--- config.mk ---
export PLATFORM = sky130hd
export DESIGN_NAME = vga_timing
export DESIGN_NICKNAME = d
export VERILOG_FILES = /design/src/rtl/vga_timing.sv
export SDC_FILE = /design/constraint.sdc
export NUM_CORES = 1
export LEC_CHECK = 0
export CAP_MARGIN = 20
export CORE_UTILIZATION = 49
export DETAILED_ROUTE_END_ITERATION = 10
export GPL_ROUTABILITY_DRIVEN = 1
export GPL_TIMING_DRIVEN = 1
export PLACE_DENSITY_LB_ADDON = 0.12
export SYNTH_ARGS = -nofsm -noshare
export SYNTH_HDL_FRONTEND = slang
export SYNTH_SLANG_ARGS = --single-unit
--- constraint.sdc ---
create_clock -name clk -period 4 [get_ports clk]
set_input_delay 1.2 -clock clk [delete_from_list [all_inputs] [get_ports clk]]
set_output_delay 1.2 -clock clk [all_outputs]
set_load 0.005 [all_outputs]
--- src/rtl/vga_timing.sv ---
// rtl/vga_timing.sv - 640x480@60 VGA raster timing with pixel, line and frame strobes
module vga_timing #(
  parameter int CLK_DIV  = 2,
  parameter int H_ACTIVE = 640,
  parameter int H_FP     = 16,
  parameter int H_SYNC   = 96,
  parameter int H_BP     = 48,
  parameter int V_ACTIVE = 480,
  parameter int V_FP     = 10,
  parameter int V_SYNC   = 2,
  parameter int V_BP     = 33,
  parameter bit SYNC_POL = 1'b0
) (
  input  logic       clk,
  input  logic       rst,
  output logic       pixel_tick,
  output logic [9:0] pixelx,
  output logic [9:0] pixely,
  output logic       hsync,
  output logic       vsync,
  output logic       video_on,
  output logic       line_start,
  output logic       frame_start
);

  localparam int H_TOTAL = H_ACTIVE + H_FP + H_SYNC + H_BP;
  localparam int V_TOTAL = V_ACTIVE + V_FP + V_SYNC + V_BP;
  localparam int DIV_W   = (CLK_DIV > 1) ? $clog2(CLK_DIV) : 1;

  localparam logic [DIV_W-1:0] DIV_LAST = DIV_W'(CLK_DIV - 1);
  localparam logic [9:0] H_LAST   = 10'(H_TOTAL - 1);
  localparam logic [9:0] V_LAST   = 10'(V_TOTAL - 1);
  localparam logic [9:0] H_VIS    = 10'(H_ACTIVE);
  localparam logic [9:0] V_VIS    = 10'(V_ACTIVE);
  localparam logic [9:0] HS_START = 10'(H_ACTIVE + H_FP);
  localparam logic [9:0] HS_END   = 10'(H_ACTIVE + H_FP + H_SYNC);
  localparam logic [9:0] VS_START = 10'(V_ACTIVE + V_FP);
  localparam logic [9:0] VS_END   = 10'(V_ACTIVE + V_FP + V_SYNC);

  if (CLK_DIV < 1) begin : g_bad_div
    $error("vga_timing: CLK_DIV must be >= 1");
  end
  if (H_TOTAL > 1024 || V_TOTAL > 1024) begin : g_bad_total
    $error("vga_timing: raster totals exceed 10-bit counters");
  end

  logic [DIV_W-1:0] div_cnt;
  logic             div_wrap;
  logic             x_end;
  logic             y_end;
  logic [9:0]       x_nxt;
  logic [9:0]       y_nxt;

  // Flags are registered from the next counter values so they line up with pixelx/pixely.
  always_comb begin
    div_wrap = (div_cnt == DIV_LAST);
    x_end    = (pixelx == H_LAST);
    y_end    = (pixely == V_LAST);
    x_nxt    = pixelx;
    y_nxt    = pixely;
    if (div_wrap) begin
      x_nxt = x_end ? 10'd0 : pixelx + 10'd1;
      if (x_end) begin
        y_nxt = y_end ? 10'd0 : pixely + 10'd1;
      end
    end
  end

  always_ff @(posedge clk) begin
    if (rst) begin
      div_cnt     <= '0;
      pixel_tick  <= 1'b0;
      pixelx      <= 10'd0;
      pixely      <= 10'd0;
      hsync       <= ~SYNC_POL;
      vsync       <= ~SYNC_POL;
      video_on    <= 1'b1;
      line_start  <= 1'b0;
      frame_start <= 1'b0;
    end else begin
      div_cnt     <= div_wrap ? '0 : div_cnt + DIV_W'(1);
      pixel_tick  <= div_wrap;
      pixelx      <= x_nxt;
      pixely      <= y_nxt;
      hsync       <= (x_nxt >= HS_START && x_nxt < HS_END) ? SYNC_POL : ~SYNC_POL;
      vsync       <= (y_nxt >= VS_START && y_nxt < VS_END) ? SYNC_POL : ~SYNC_POL;
      video_on    <= (x_nxt < H_VIS) && (y_nxt < V_VIS);
      line_start  <= div_wrap && x_end;
      frame_start <= div_wrap && x_end && y_end;
    end
  end

endmodule

==> impl.org, run 1 <==
** Cells and area
- In the final layout, the multi-input gates occupy 830 µm².
- Fill cell count :: about 240
- Register area :: 541 µm²
- Highest-count cells in the layout ignoring fill and taps :: 27 x sky130_fd_sc_hd__dfxtp_1, 27 x sky130_fd_sc_hd__clkdlybuf4s50_1, 10 x sky130_fd_sc_hd__nor2_1, 10 x sky130_fd_sc_hd__nand3_1
- Layout-stage area growth over the synthesis result :: 22.4%
- At the end of the flow, the number of nets in the layout was 190.
- Fraction of final layout cells with drive strength greater than 1 :: 7.07%
- Final standard cell area without fillers :: approximately 1700 µm²
- Measured on the finished design, the core utilization comes to between 60% and 70%.
- 0 antenna diodes ended up in the layout.

** Floorplan
- For this design the top-level I/O count stands at 28.
- The initial utilization of the core area, before any placement, comes to around half.
- In this run the core area contains 19 standard-cell rows.
- The die is 55.7 µm tall.
- The floorplan step defined a core boundary enclosing between 2000 and 3000 µm².
- Measured along the x axis, the die boundary spans about 56 µm.
- Die Outline Area :: roughly 3100 µm²

** Clock network
- CTS sink count :: 27
- In this run the post-CTS setup repair buffer count came out at 0.
- In this run, CTS created clock tree buffers numbering 3.
- After clock tree synthesis, the flow added hold-fix buffers numbering 0.
- Buffer cell driving the clock tree root :: sky130_fd_sc_hd__clkbuf_4
- CTS H-tree lvls :: 1
- Clock-pin slew was measured on the worst setup and hold paths at roughly 140 ps.
- TritonCTS built the clock tree.
- In this run the deepest clock path goes through 2 buffers.
- Insertion delay to the later sink of the worst-skew pair :: between 300 and 400 ps
- Gates resized, CTS repair :: 0

** Power
- Maximum vdd ir drop :: roughly 240 µV
- Overall power after layout :: roughly 0.4 mW
- The analysis attributes to cell leakage a power of about 0.55 nW.
- Power density over cell area :: around 240 nW/µm²

** Synthesis
- For this run, the leading register cell type out of synthesis is sky130_fd_sc_hd__dfxtp_1.
- Yosys top cell by area :: sky130_fd_sc_hd__dfxtp_1
- Post-Synthesis Cell Area :: 1420 µm²
- Dominant cells by area after synthesis :: sky130_fd_sc_hd__dfxtp_1 38%, sky130_fd_sc_hd__nand4_1 4.0%, sky130_fd_sc_hd__xnor2_1 3.7%
- Synthesis produced a netlist whose cell count is 158.
- After synthesis, the share of flip-flops with an asynchronous set or reset is 0%.
- After synthesis, flip-flops and latches occupy 38.2% of the total area.
- Distinct cell type count of the synthesized netlist :: 39
- Counting flops with a built-in enable in the synthesized netlist gives 0.
- A synthesized cell averages approximately 9.0 µm².
- Yosys printed 0 warnings.
- Area share of the leading cell type in the synthesized netlist :: 38.2%
- Synthesized netlist net count :: 163
- In this run, synthesis produced a sequential element count of 27.

** STA
- The count of final hold-check violations is 0.
- Final setup violation count :: 0
- Setup repair after global routing missed its margin :: false
- The worst path uses about two thirds of the clock period.
- Summed over all failing endpoints, the final setup total negative slack is 0 ps.
- Timing would allow up to 0.378 GHz.
- For the pin with the worst max-slew slack, the measured transition is just under 900 ps.
- Slew headroom :: roughly two fifths
- The total count of max-transition violations in the final report is 0.
- Between clock sinks in the finished design, the worst skew comes to between 7 and 8 ps.
- After layout, the minimum clock period comes to 2650 ps.

** Route
- In this run the remaining antenna-violating nets after routing total 0.
- Drt via density :: 6.03
- Detailed routing inserted a total of between 1000 and 1500 vias.
- Dividing the detail-routed wire length by the instance count gives roughly 15 µm.
- Detailed-routing iteration count for the pre-antenna-repair pass :: 4
- The final layout contains routed wiring with a total length of roughly 3200 µm.
- After detailed routing, the number of remaining DRC violations is 0.
- Drt first-iter violations :: 39

** Flow run
- The tool flagged a number of max-cap violations equal to 0.

** Global routing
- Summed over all layers, the global routing overflow is 0.
- Antenna violations before repair :: 0
- Maximum number of pins on one net before global-route repair :: 23
- Overall routing resource usage :: between 20% and 30%
- The first global-routing pass estimated 5490 µm of wire.
- Vias in the first global route :: between 1000 and 1500

** Placement
- HPWL after detailed placement :: roughly 2300 µm
- RD Place Congestion :: approximately 0.83
- After detailed placement, the total cell area comes to around 1700 µm².
- During placement, the flow inserted port buffers numbering 27.

** Setup path
- In this design, the stage delay of the slowest critical-path cell is ~600 ps.
- STA puts the critical path data required time at around 2800 ps.
- Sort of element at the end of the critical path :: primary output
- The worst setup path is of the flip-flop to primary output kind.
- Worst path buffer plus inverter count :: 1
- Walking the worst path, the cells encountered are clkdlybuf4s50_1.
- The worst setup path is launched from a flip-flop.
- Grouping stages by cell kind, the critical path spends the most delay in buffers and inverters.
- The slowest stage of the critical path is the sky130_fd_sc_hd__clkdlybuf4s50_1 cell.
- Along the worst path, the maximum fanout reaches 8.
- Data arrives at the worst endpoint at 1450 ps.

** Min path
- The min-delay analysis places its worst path in the category flip-flop to flip-flop.

** Status
- The flow ran to the end, and the final reports show no timing, DRC or antenna violations.
==> power by group <==
part | internal (mW) | switching [mW] | leakage, nW | total (mW)
sequential | 0.272 | 0.00342 | 0.218 | 0.275
clock | 0.0390 | 0.0761 | 0.0150 | 0.115
combinational | 0.00895 | 0.00877 | 0.319 | 0.0177
total | 0.320 | 0.0883 | 0.553 | 0.408
==> routing by layer <==
layer  global-route usage, %  routed length [µm]  vias to the layer above
met5                       0                   0                        -
met4                    12.1                  52                        0
met3                    3.26                 149                        8
met2                    35.6                1540                       42
met1                    28.6                1470                      602
li1                        -                   -                      644
==> kinds of logic after synthesis <==
| kind of cell | Yosys count | share of synthesized area [%] |
|---|---|---|
| muxes | 3 | 2.12 |
| DFF | 27 | 38.2 |
| buffers and inverters | 11 | 3.18 |
| and+or+nand+nor | 78 | 34.6 |
| adders and majority gates | 3 | 2.65 |
| AOI/OAI and AO/OA | 26 | 13.1 |
| xor gates and xnor gates | 10 | 6.19 |
==> path summary, 6_finish.rpt <==
check	from	to	slack [ps]	cells after the start
max reg2reg	pixelx[0]	vsync	1660	6
min reg2reg	pixely[0]	pixely[0]	530	2
max	pixelx[5]	pixelx[5]	1350	1
min	pixely[0]	pixely[0]	530	2
==> stage by stage <==
stage	hold WS (ps)	cells	setup WS, ps
2_1_floorplan	488	158	1960
3_3_place_gp	497	211	1130
3_5_place_dp	513	211	1090
4_1_cts	533	215	1350
5_1_grt	561	215	1280
6_report	531	215	1350
==> synth_stat cells, types with 2 or more instances <==
cell type                   n
sky130_fd_sc_hd__or2_2      2
sky130_fd_sc_hd__nor2_1    10
sky130_fd_sc_hd__ha_1       3
sky130_fd_sc_hd__a31oi_1    2
sky130_fd_sc_hd__inv_1      5
sky130_fd_sc_hd__a21oi_1    9
sky130_fd_sc_hd__nand2b_1   2
sky130_fd_sc_hd__nand3_1   10
sky130_fd_sc_hd__o21ai_0    6
sky130_fd_sc_hd__nand4_1    9
sky130_fd_sc_hd__buf_2      3
sky130_fd_sc_hd__nand2_1    9
sky130_fd_sc_hd__xor2_1     4
sky130_fd_sc_hd__nor4bb_1   3
sky130_fd_sc_hd__or3_1      5
sky130_fd_sc_hd__dfxtp_1   27
sky130_fd_sc_hd__and3_1     3
sky130_fd_sc_hd__clkbuf_1   3
sky130_fd_sc_hd__and4_1     3
sky130_fd_sc_hd__mux2i_1    3
sky130_fd_sc_hd__nor3_1     8
sky130_fd_sc_hd__a211oi_1   4
sky130_fd_sc_hd__xnor2_1    6
sky130_fd_sc_hd__nor2b_1    3
sky130_fd_sc_hd__nor4_1     2
==> layout make-up <==
class | count | area share (%)
clock buffer | 4 | 1.52
inverter | 5 | 1.08
multi-input combinational | 120 | 47.9
sequential | 27 | 31.2
tap | 31 | 2.24
timing repair buffer | 28 | 16.0
==> registers in the layout (all words and copies together) (netlist names) <==
register / count
pixely: 10
line_start: 1
frame_start: 1
div_cnt: 1
vsync: 1
video_on: 1
hsync: 1
pixel_tick: 1
pixelx: 10
Power figures use the tool's default switching activity.
==> run 2: changes to the inputs <==
--- a/config.mk
+++ b/config.mk
@@ -6,7 +6,7 @@
 export NUM_CORES = 1
 export LEC_CHECK = 0
 export CAP_MARGIN = 20
-export CORE_UTILIZATION = 49
+export CORE_UTILIZATION = 46
 export DETAILED_ROUTE_END_ITERATION = 10
 export GPL_ROUTABILITY_DRIVEN = 1
 export GPL_TIMING_DRIVEN = 1
==> constraint.sdc (replaced) <==
create_clock -name clk -period 2.3 [get_ports clk]
set_input_delay 0.69 -clock clk [delete_from_list [all_inputs] [get_ports clk]]
set_output_delay 0.69 -clock clk [all_outputs]
set_load 0.005 [all_outputs]
==> run 2 against run 1 <==
The run now ends with design-rule violations left. Final area up 4.2%. Clock-buffer cell count is 1 lower. Power increased by 78%. Die area up 6.3%. Sequential cell count unchanged. Sequential share of layout area fell by 1.3 points. Register-to-register slack got worse by 1500 ps. Setup slack worse by 1200 ps. Largest cell class unchanged.
==> impl.org, run 2 (same netlist as run 1, synthesis figures left out) <==
** STA
- Final number of hold-violating endpoints :: 0 (unchanged)
- Final Hold Slack :: 534 ps (+2.15 ps)
- Final setup violation count :: 0 (unchanged)
- The worst path needs roughly 2200 ps of the cycle, external delays included.
- Clock skew :: 10.1 ps (+2.13 ps)
- Highest achievable clock rate :: 0.464 GHz
- Fin. max-slew vios :: 0 (unchanged)
- Part of the cycle the worst path needs :: between 90% and 100%
- Least-Margin Pin Slew :: 359 ps (-529 ps)
- The total negative slack was 0 ps (unchanged).
- The tightest slew margin relative to the limit was 75.7% (+35 points).
- The post-route worst setup slack is 143 ps (-1210 ps).
- Setup repair after global routing left no endpoint under its margin.

** Cells and area
- Fraction of final layout cells with drive strength greater than 1 :: 13.0% (+5.9 points)
- The antenna diode count came to 0 (unchanged).
- Net count reported at finish :: 199 (+4.7%)
- Layout-stage area growth over the synthesis result :: 27.5%
- In the final layout, the registers with the most flip-flops are pixelx x10, pixely x10.
- Final standard cell area without fillers :: 1800 µm² (+4.2%)
- The count of filler cells inserted in the layout was 247 (+2.5%).
- Final instance count without filler cells :: 224 (+4.2%)
- The final cell utilization of the core was 63.8% (+0.98 points).
- Highest-count cells in the layout ignoring fill and taps :: 27 x sky130_fd_sc_hd__dfxtp_1, 27 x sky130_fd_sc_hd__clkdlybuf4s50_1, 10 x sky130_fd_sc_hd__nor2_1, 10 x sky130_fd_sc_hd__nand3_1, 10 x sky130_fd_sc_hd__buf_4

** Floorplan
- The die footprint was 3300 µm² (+6.3%).
- The core box area came to 2830 µm² (+2.6%).
- The die width is 57.5 µm (+3.1%).
- Overall die height :: 57.5 µm (+3.1%)
- The number of I/O pins was 28 (unchanged).
- The placement row count was 19 (unchanged).
- The starting density of the core is 50.0% (-1.3 points).

** Route
- Drt first-iter violations :: 59 (+51%)
- Drt via density :: 5.90 (-2.2%)
- The total wire length came to 3370 µm (+5.0%).
- Antenna viol nets, final :: 0 (unchanged)
- The per-cell routed wire length was 15.0 µm (+0.83%).
- The via count came to 1321 (+1.9%).
- Detailed-routing iteration count for the pre-antenna-repair pass :: 8 (+4)
- The number of design rule violations left after detail routing was 3 (+3).

** Setup path
- The worst endpoint data arrival time came to 2410 ps (+960 ps).
- STA classifies the critical path endpoint as a flip-flop.
- Critical Path Start Type :: flip-flop
- Data required time of the worst path :: 2550 ps (-250 ps)
- Internal reg-to-reg setup slack :: 140 ps (-1520 ps)
- Reg-to-reg startpoint :: pixelx[0]
- The maximum fanout encountered on the critical timing path came to 5 (-3).
- FF-to-FF End :: video_on
- Worst reg2reg path depth :: 6 (unchanged)
- Type of the setup path with the least slack :: flip-flop to flip-flop
- In this run the worst setup path terminates at video_on.
- In this run the worst setup path begins at pixelx[0].

** Status
- The run finished, with violations left.
- Violated checks :: design-rule violations

** Clock network
- The CTS buffer count came to 3 (unchanged).
- The cts-stage hold buffer count was 0 (unchanged).
- Buffer cell driving the clock tree root :: sky130_fd_sc_hd__clkbuf_4
- The number of buffers added for setup after CTS came to 0 (unchanged).
- The clock latency reported for the late side of the worst-skew pair was 330 ps (about the same).
- The register clock-pin slew on the reported worst setup and hold paths came to 160 ps (+20 ps).
- The clock tree buffer depth came to 2 (unchanged).
- The clock sink total is 27 (unchanged).
- TritonCTS built the clock tree.
- CTS H-tree lvls :: 1 (unchanged)

** Global routing
- The maximum number of pins on one net before global-route repair came to 16 (-30%).
- The initial antenna violation count is 0 (unchanged).
- The first-pass GRT wire length is 5680 µm (+3.5%).
- The total congestion overflow after global routing came to 0 (unchanged).
- Overall routing resource usage :: 21.8% (-0.35 points)
- Vias in the first global route :: 1257 (+5.2%)

** Placement
- HPWL after detailed placement :: 2580 µm (+12%)
- The total placed cells including tap cells came to 220 (+4.3%).
- RD Place Congestion :: 0.866 (+4.7%)
- The count of buffers from port buffering was 27 (unchanged).
- Placed instance area :: 1770 µm² (+4.0%)
- Setup slack after placement :: 113 ps (-972 ps)

** Power
- The static leakage is 0.599 nW (+8.3%).
- The maximum resistive drop on vdd came to 308 µV (+26%).
- The total power consumption of the routed design was 0.725 mW (+78%).
- Power density over cell area :: 402 nW/µm² (+70%)

** Min path
- Worst hold path class :: flip-flop to flip-flop

** Flow run
- The number of max-cap violations is 0 (unchanged).
run 2: area by class of cell:
type | instances | area [µm²] | area share, %
Multi-Input combinational cell | 120 | 833 | 46.2
Timing Repair Buffer | 37 | 345 | 19.1
Inverter | 5 | 18.8 | 1.04
Clock buffer | 3 | 22.5 | 1.25
Tap cell | 31 | 38.8 | 2.15
Sequential cell | 27 | 541 | 30.0
Clock inverter | 1 | 5.00 | 0.277
run 2: critical path, cell delays in order (launching register included):
cell,delay [ps]
sky130_fd_sc_hd__dfxtp_1,420
sky130_fd_sc_hd__ha_2,240
sky130_fd_sc_hd__and4_2,300
sky130_fd_sc_hd__nand3_2,140
sky130_fd_sc_hd__or4_1,570
sky130_fd_sc_hd__and3_1,220
sky130_fd_sc_hd__a211oi_1,210
run 2: how the worst min path moves through the flow:
| stage | startpoint | end | slack, ps | cells past startpoint |
|---|---|---|---|---|
| floorplan | pixely[7] | pixely[7] | 490 | 2 |
| global placement | pixelx[0] | pixelx[0] | 490 | 2 |
| detailed placement | pixely[7] | pixely[7] | 510 | 2 |
| CTS | pixely[7] | pixely[7] | 540 | 2 |
| global route | pixely[7] | pixely[7] | 560 | 2 |
| finish | pixely[7] | pixely[7] | 530 | 2 |
run 2: power breakdown:
part           internal [mW]  switching, mW
Clock                 0.0652          0.145
Sequential             0.473        0.00440
Combinational         0.0193         0.0178
Total                  0.557          0.167
run 2: per-layer routing:
layer,global-route usage [%],part of all wire (%)
met1,31.0,48
met2,35.4,46
met3,3.17,5.3
met4,4.18,0.27
met5,0,0
run 2: timing repair:
item / 4_1_cts / 5_1_grt
setup endpoints to repair: 0 / 2
gates resized for setup: 0 / 3
endpoints found under the hold margin: 0 / 0
==> run 3: changes to the inputs <==
--- a/config.mk
+++ b/config.mk
@@ -5,6 +5,7 @@
 export SDC_FILE = /design/constraint.sdc
 export NUM_CORES = 1
 export LEC_CHECK = 0
+export ABC_AREA = 1
 export CAP_MARGIN = 20
 export CORE_UTILIZATION = 46
 export DETAILED_ROUTE_END_ITERATION = 10
==> run 3 against run 2 <==
Cell count is 21% higher. The flow still finishes with violations (design-rule violations). Sequential share of layout area is 0.57 points higher. Synthesized cell count is 32% higher. Combinational power is 28% higher. Hold slack better by 12 ps. Sequential power hardly changed. Via count is 4.3% higher. Power is 0.35% higher. Die area is 0.59% higher. First-iteration DRC count is 76% higher. Critical path type is now flip-flop to primary output. Routed wire length is 7.2% lower. Non-clock buffer count is 7 lower.
==> impl.org, run 3 <==
** Status
- The flow ran to the end, but the final reports show violations.
- The checks that failed: design-rule violations.

** Synthesis
- Area share of the leading cell type in the synthesized netlist :: 38.0% (-0.23 points)
- The async set-or-reset flop fraction in the synthesized netlist is 0% (unchanged).
- Post-Synthesis Cell Area :: 1420 µm² (+0.62%)
- Synthesized area divided by synthesized cell count :: 6.85 µm² (-24%)
- Dominant cells by area after synthesis :: sky130_fd_sc_hd__dfxtp_1 38%, sky130_fd_sc_hd__nand2_1 12%, sky130_fd_sc_hd__nor2_1 9.8%
- Sequential-to-total area share from yosys stat :: 38.0% (-0.23 points)
- Synthesized netlist net count :: 213 (+31%)
- The number of distinct standard cells referenced by the synthesized netlist came to 27 (-31%).
- Top post-synthesis cells by count :: 44 x sky130_fd_sc_hd__nand2_1, 37 x sky130_fd_sc_hd__nor2_1, 29 x sky130_fd_sc_hd__inv_1
- Post-Synthesis Cells :: 208 (+32%)
- The number of register bits inferred by synthesis is 27 (unchanged).
- The largest total area in the synthesized netlist belongs to sky130_fd_sc_hd__dfxtp_1.
- EDFF count, synth :: 0 (unchanged)
- The most common cell in the synthesized netlist is sky130_fd_sc_hd__nand2_1.
- Most instantiated flip-flop cell in the synthesis netlist :: sky130_fd_sc_hd__dfxtp_1
- Yosys warnings :: 0 (unchanged)

** STA
- The transition time at the pin with the least slew margin is 263 ps (-96.6 ps).
- Setup repair after global routing left no endpoint under its margin.
- Minimum setup slack in the final design :: 255 ps (+112 ps)
- Final number of hold-violating endpoints :: 0 (unchanged)
- Clock skew :: 1.71 ps (-8.40 ps)
- The total count of max-transition violations in the final report is 0 (unchanged).
- The worst hold margin was 546 ps (+12.4 ps).
- The tightest slew margin relative to the limit came to 82.4% (+6.7 points).
- The total negative slack is 0 ps (unchanged).
- Highest achievable clock rate :: 0.489 GHz (+5.5%)
- Part of the cycle the worst path needs :: 88.9% (-4.9 points)
- The count of endpoints failing setup in the final report came to 0 (unchanged).
- Time the worst path needs with I/O delays and setup :: 2040 ps (-112 ps)

** Clock network
- Clock edge transition at the registers on the reported setup and hold paths :: 130 ps (-30 ps)
- The clock latency reported for the late side of the worst-skew pair is 320 ps (about the same).
- The clock tree buffer depth is 2 (unchanged).
- CTS Buf Count :: 3 (unchanged)
- The number of H-tree levels came to 1 (unchanged).
- Gates resized, CTS repair :: 0 (unchanged)
- CTS sink count :: 27 (unchanged)
- The cts-stage hold buffer count came to 0 (unchanged).
- TritonCTS built the clock tree.
- The root buffer cell chosen for the clock tree is sky130_fd_sc_hd__clkbuf_4.
- Count of buffers added by post-CTS timing repair for setup :: 0 (unchanged)

** Route
- Antenna viol nets, final :: 0 (unchanged)
- The via density per instance is 5.10 (-13%).
- The per-cell routed wire length is 11.6 µm (-23%).
- The total wire length was 3130 µm (-7.2%).
- Routed via count :: 1378 (+4.3%)
- The detailed-routing iteration count for the pre-antenna-repair pass is 7 (-1).
- Drt first-iter violations :: 104 (+76%)
- The number of design rule violations left after detail routing came to 1 (-2).

** Setup path
- Data required time of the worst path :: 1610 ps (-940 ps)
- The number of cells on the critical path was 1 (-5).
- The largest incremental delay on the critical path came to 550 ps (-20 ps).
- CP max stage cell :: sky130_fd_sc_hd__clkdlybuf4s50_1
- FF-to-FF End :: vsync
- Type of the setup path with the least slack :: flip-flop to primary output
- Peak fanout along the critical path :: 8 (+3)
- Internal reg-to-reg setup slack :: 370 ps (+230 ps)
- Arrival time reported for the critical path endpoint :: 1350 ps (-1060 ps)
- STA classifies the critical path endpoint as a primary output.
- The signal on the critical path passes through clkdlybuf4s50_1.
- Dominant delay contributor by cell family on the critical path :: buffers and inverters
- The number of cells on the worst reg-to-reg path is 10 (+4).
- Critical Path Start Type :: flip-flop
- The count of buffer and inverter cells on the critical path came to 1 (+1).
- Reg-to-reg startpoint :: pixelx[0]

** Floorplan
- The die footprint came to 3320 µm² (+0.59%).
- Number of placement rows :: 19 (unchanged)
- Floorplan Core Area :: 2850 µm² (+0.84%)
- Die width :: 57.6 µm (+0.30%)
- The vertical die dimension was 57.6 µm (+0.30%).
- Top-Level Pins :: 28 (unchanged)
- The starting density of the core is 49.9% (-0.11 points).

** Min path
- The worst hold path cell count was 2 (unchanged).
- The startpoint identified for the worst hold timing path is pixelx[0].
- Min-Delay Endpoint :: pixelx[0]
- Worst hold path class :: flip-flop to flip-flop

** Power
- The sequential power share was 66.0% (about the same).
- Maximum vdd ir drop :: 327 µV (+6.3%)
- Part of the power in combinational logic :: 6.5% (+1.4 points)
- Sw frac :: 22.8% (-0.29 points)
- Overall power after layout :: 0.727 mW (+0.35%)
- The share of total power in the clock network came to 27.4% (-1.6 points).
- Power density over cell area :: 411 nW/µm² (+2.3%)
- Static Leakage :: 0.725 nW (+21%)
- Internal power :: 0.562 mW (+0.73%)
- The net load switching power is 0.166 mW (-0.92%).

** Cells and area
- The antenna diode count came to 0 (unchanged).
- Highest-count cells in the layout ignoring fill and taps :: 44 x sky130_fd_sc_hd__nand2_1, 37 x sky130_fd_sc_hd__nor2_1, 29 x sky130_fd_sc_hd__inv_1
- Final instance count without filler cells :: 270 (+21%)
- In the final layout, the registers with the most flip-flops are pixelx x10, pixely x10.
- Leaving out fill and tap cells, the most frequent cell in the layout is sky130_fd_sc_hd__nand2_1.
- Layout-stage area growth over the synthesis result :: 24.3%
- Final standard cell area without fillers :: 1770 µm² (-1.9%)
- Util after Layout :: 62.1% (-1.7 points)
- Net count reported at finish :: 245 (+23%)
- Fraction of final layout cells with drive strength greater than 1 :: 9.62% (-3.3 points)

** Global routing
- The first-pass GRT wire length came to 5330 µm (-6.1%).
- Vias in the first global route :: 1185 (-5.7%)
- The total congestion overflow after global routing is 0 (unchanged).
- Antenna violations before repair :: 0 (unchanged)
- The maximum number of pins on one net before global-route repair is 15 (-1).
- The total track usage was 20.7% (-1.1 points).

** Placement
- Placed cell count :: 266 (+21%)
- Setup slack after placement :: 381 ps (+268 ps)
- The count of buffers from port buffering is 27 (unchanged).
- The estimated wirelength of the detail-placed design was 2390 µm (-7.7%).
- Placed instance area :: 1740 µm² (-1.6%)
- RD Place Congestion :: 0.848 (-2.0%)

** Flow run
- The number of max-cap violations is 0 (unchanged).
## run 3: tightest hold or removal path, stage by stage, from the launching register on
cell,delay (ps)
sky130_fd_sc_hd__dfxtp_1,370
sky130_fd_sc_hd__nand2_1,70
sky130_fd_sc_hd__o21ai_0,70
## run 3: routing by layer
layer | wire length (µm) | vias up | share of wire, % | global-route usage, %
met5 | 0 | - | 0 | 0
met4 | 26 | 0 | 0.83 | 3.83
met3 | 110 | 4 | 3.5 | 4.91
met2 | 1400 | 34 | 45 | 32.7
met1 | 1590 | 614 | 51 | 29.1
li1 | - | 726 | - | -
## run 3: kinds of logic after synthesis
family	count (synthesis)	share of synthesized area, %
buf+inv	33	8.70
compound gates	11	4.66
flops	27	38.0
fa+ha+maj	3	2.64
xor+xnor	5	3.08
simple gates	129	43.0
## run 3: layout make-up
cell class	instances	area [µm²]
fillers	281	1080
inverters	30	113
repair buffers	30	293
multi-input cells	148	759
flip-flops and latches	27	541
clock buffers	4	26.3
well taps	31	38.8
## run 3: worst max-delay path by stage
stage / from / endpoint / slack (ps)
after floorplan: pixelx[0] / video_on / 660
final: pixely[5] / pixely[5] / 260
after detailed placement: rst / vsync / 380
after global placement: rst / vsync / 400
after CTS: pixely[5] / pixely[5] / 240
after global routing: pixelx[1] / vsync / 170
## run 3: power groups by stage
stage          registers [mW]  logic [mW]  clock network (mW)
2_1_floorplan           0.492      0.0227                   0
3_3_place_gp            0.490      0.0468                   0
3_5_place_dp            0.490      0.0471                   0
4_1_cts                 0.480      0.0474               0.209
5_1_grt                 0.482      0.0523               0.238
6_report                0.480      0.0475               0.200
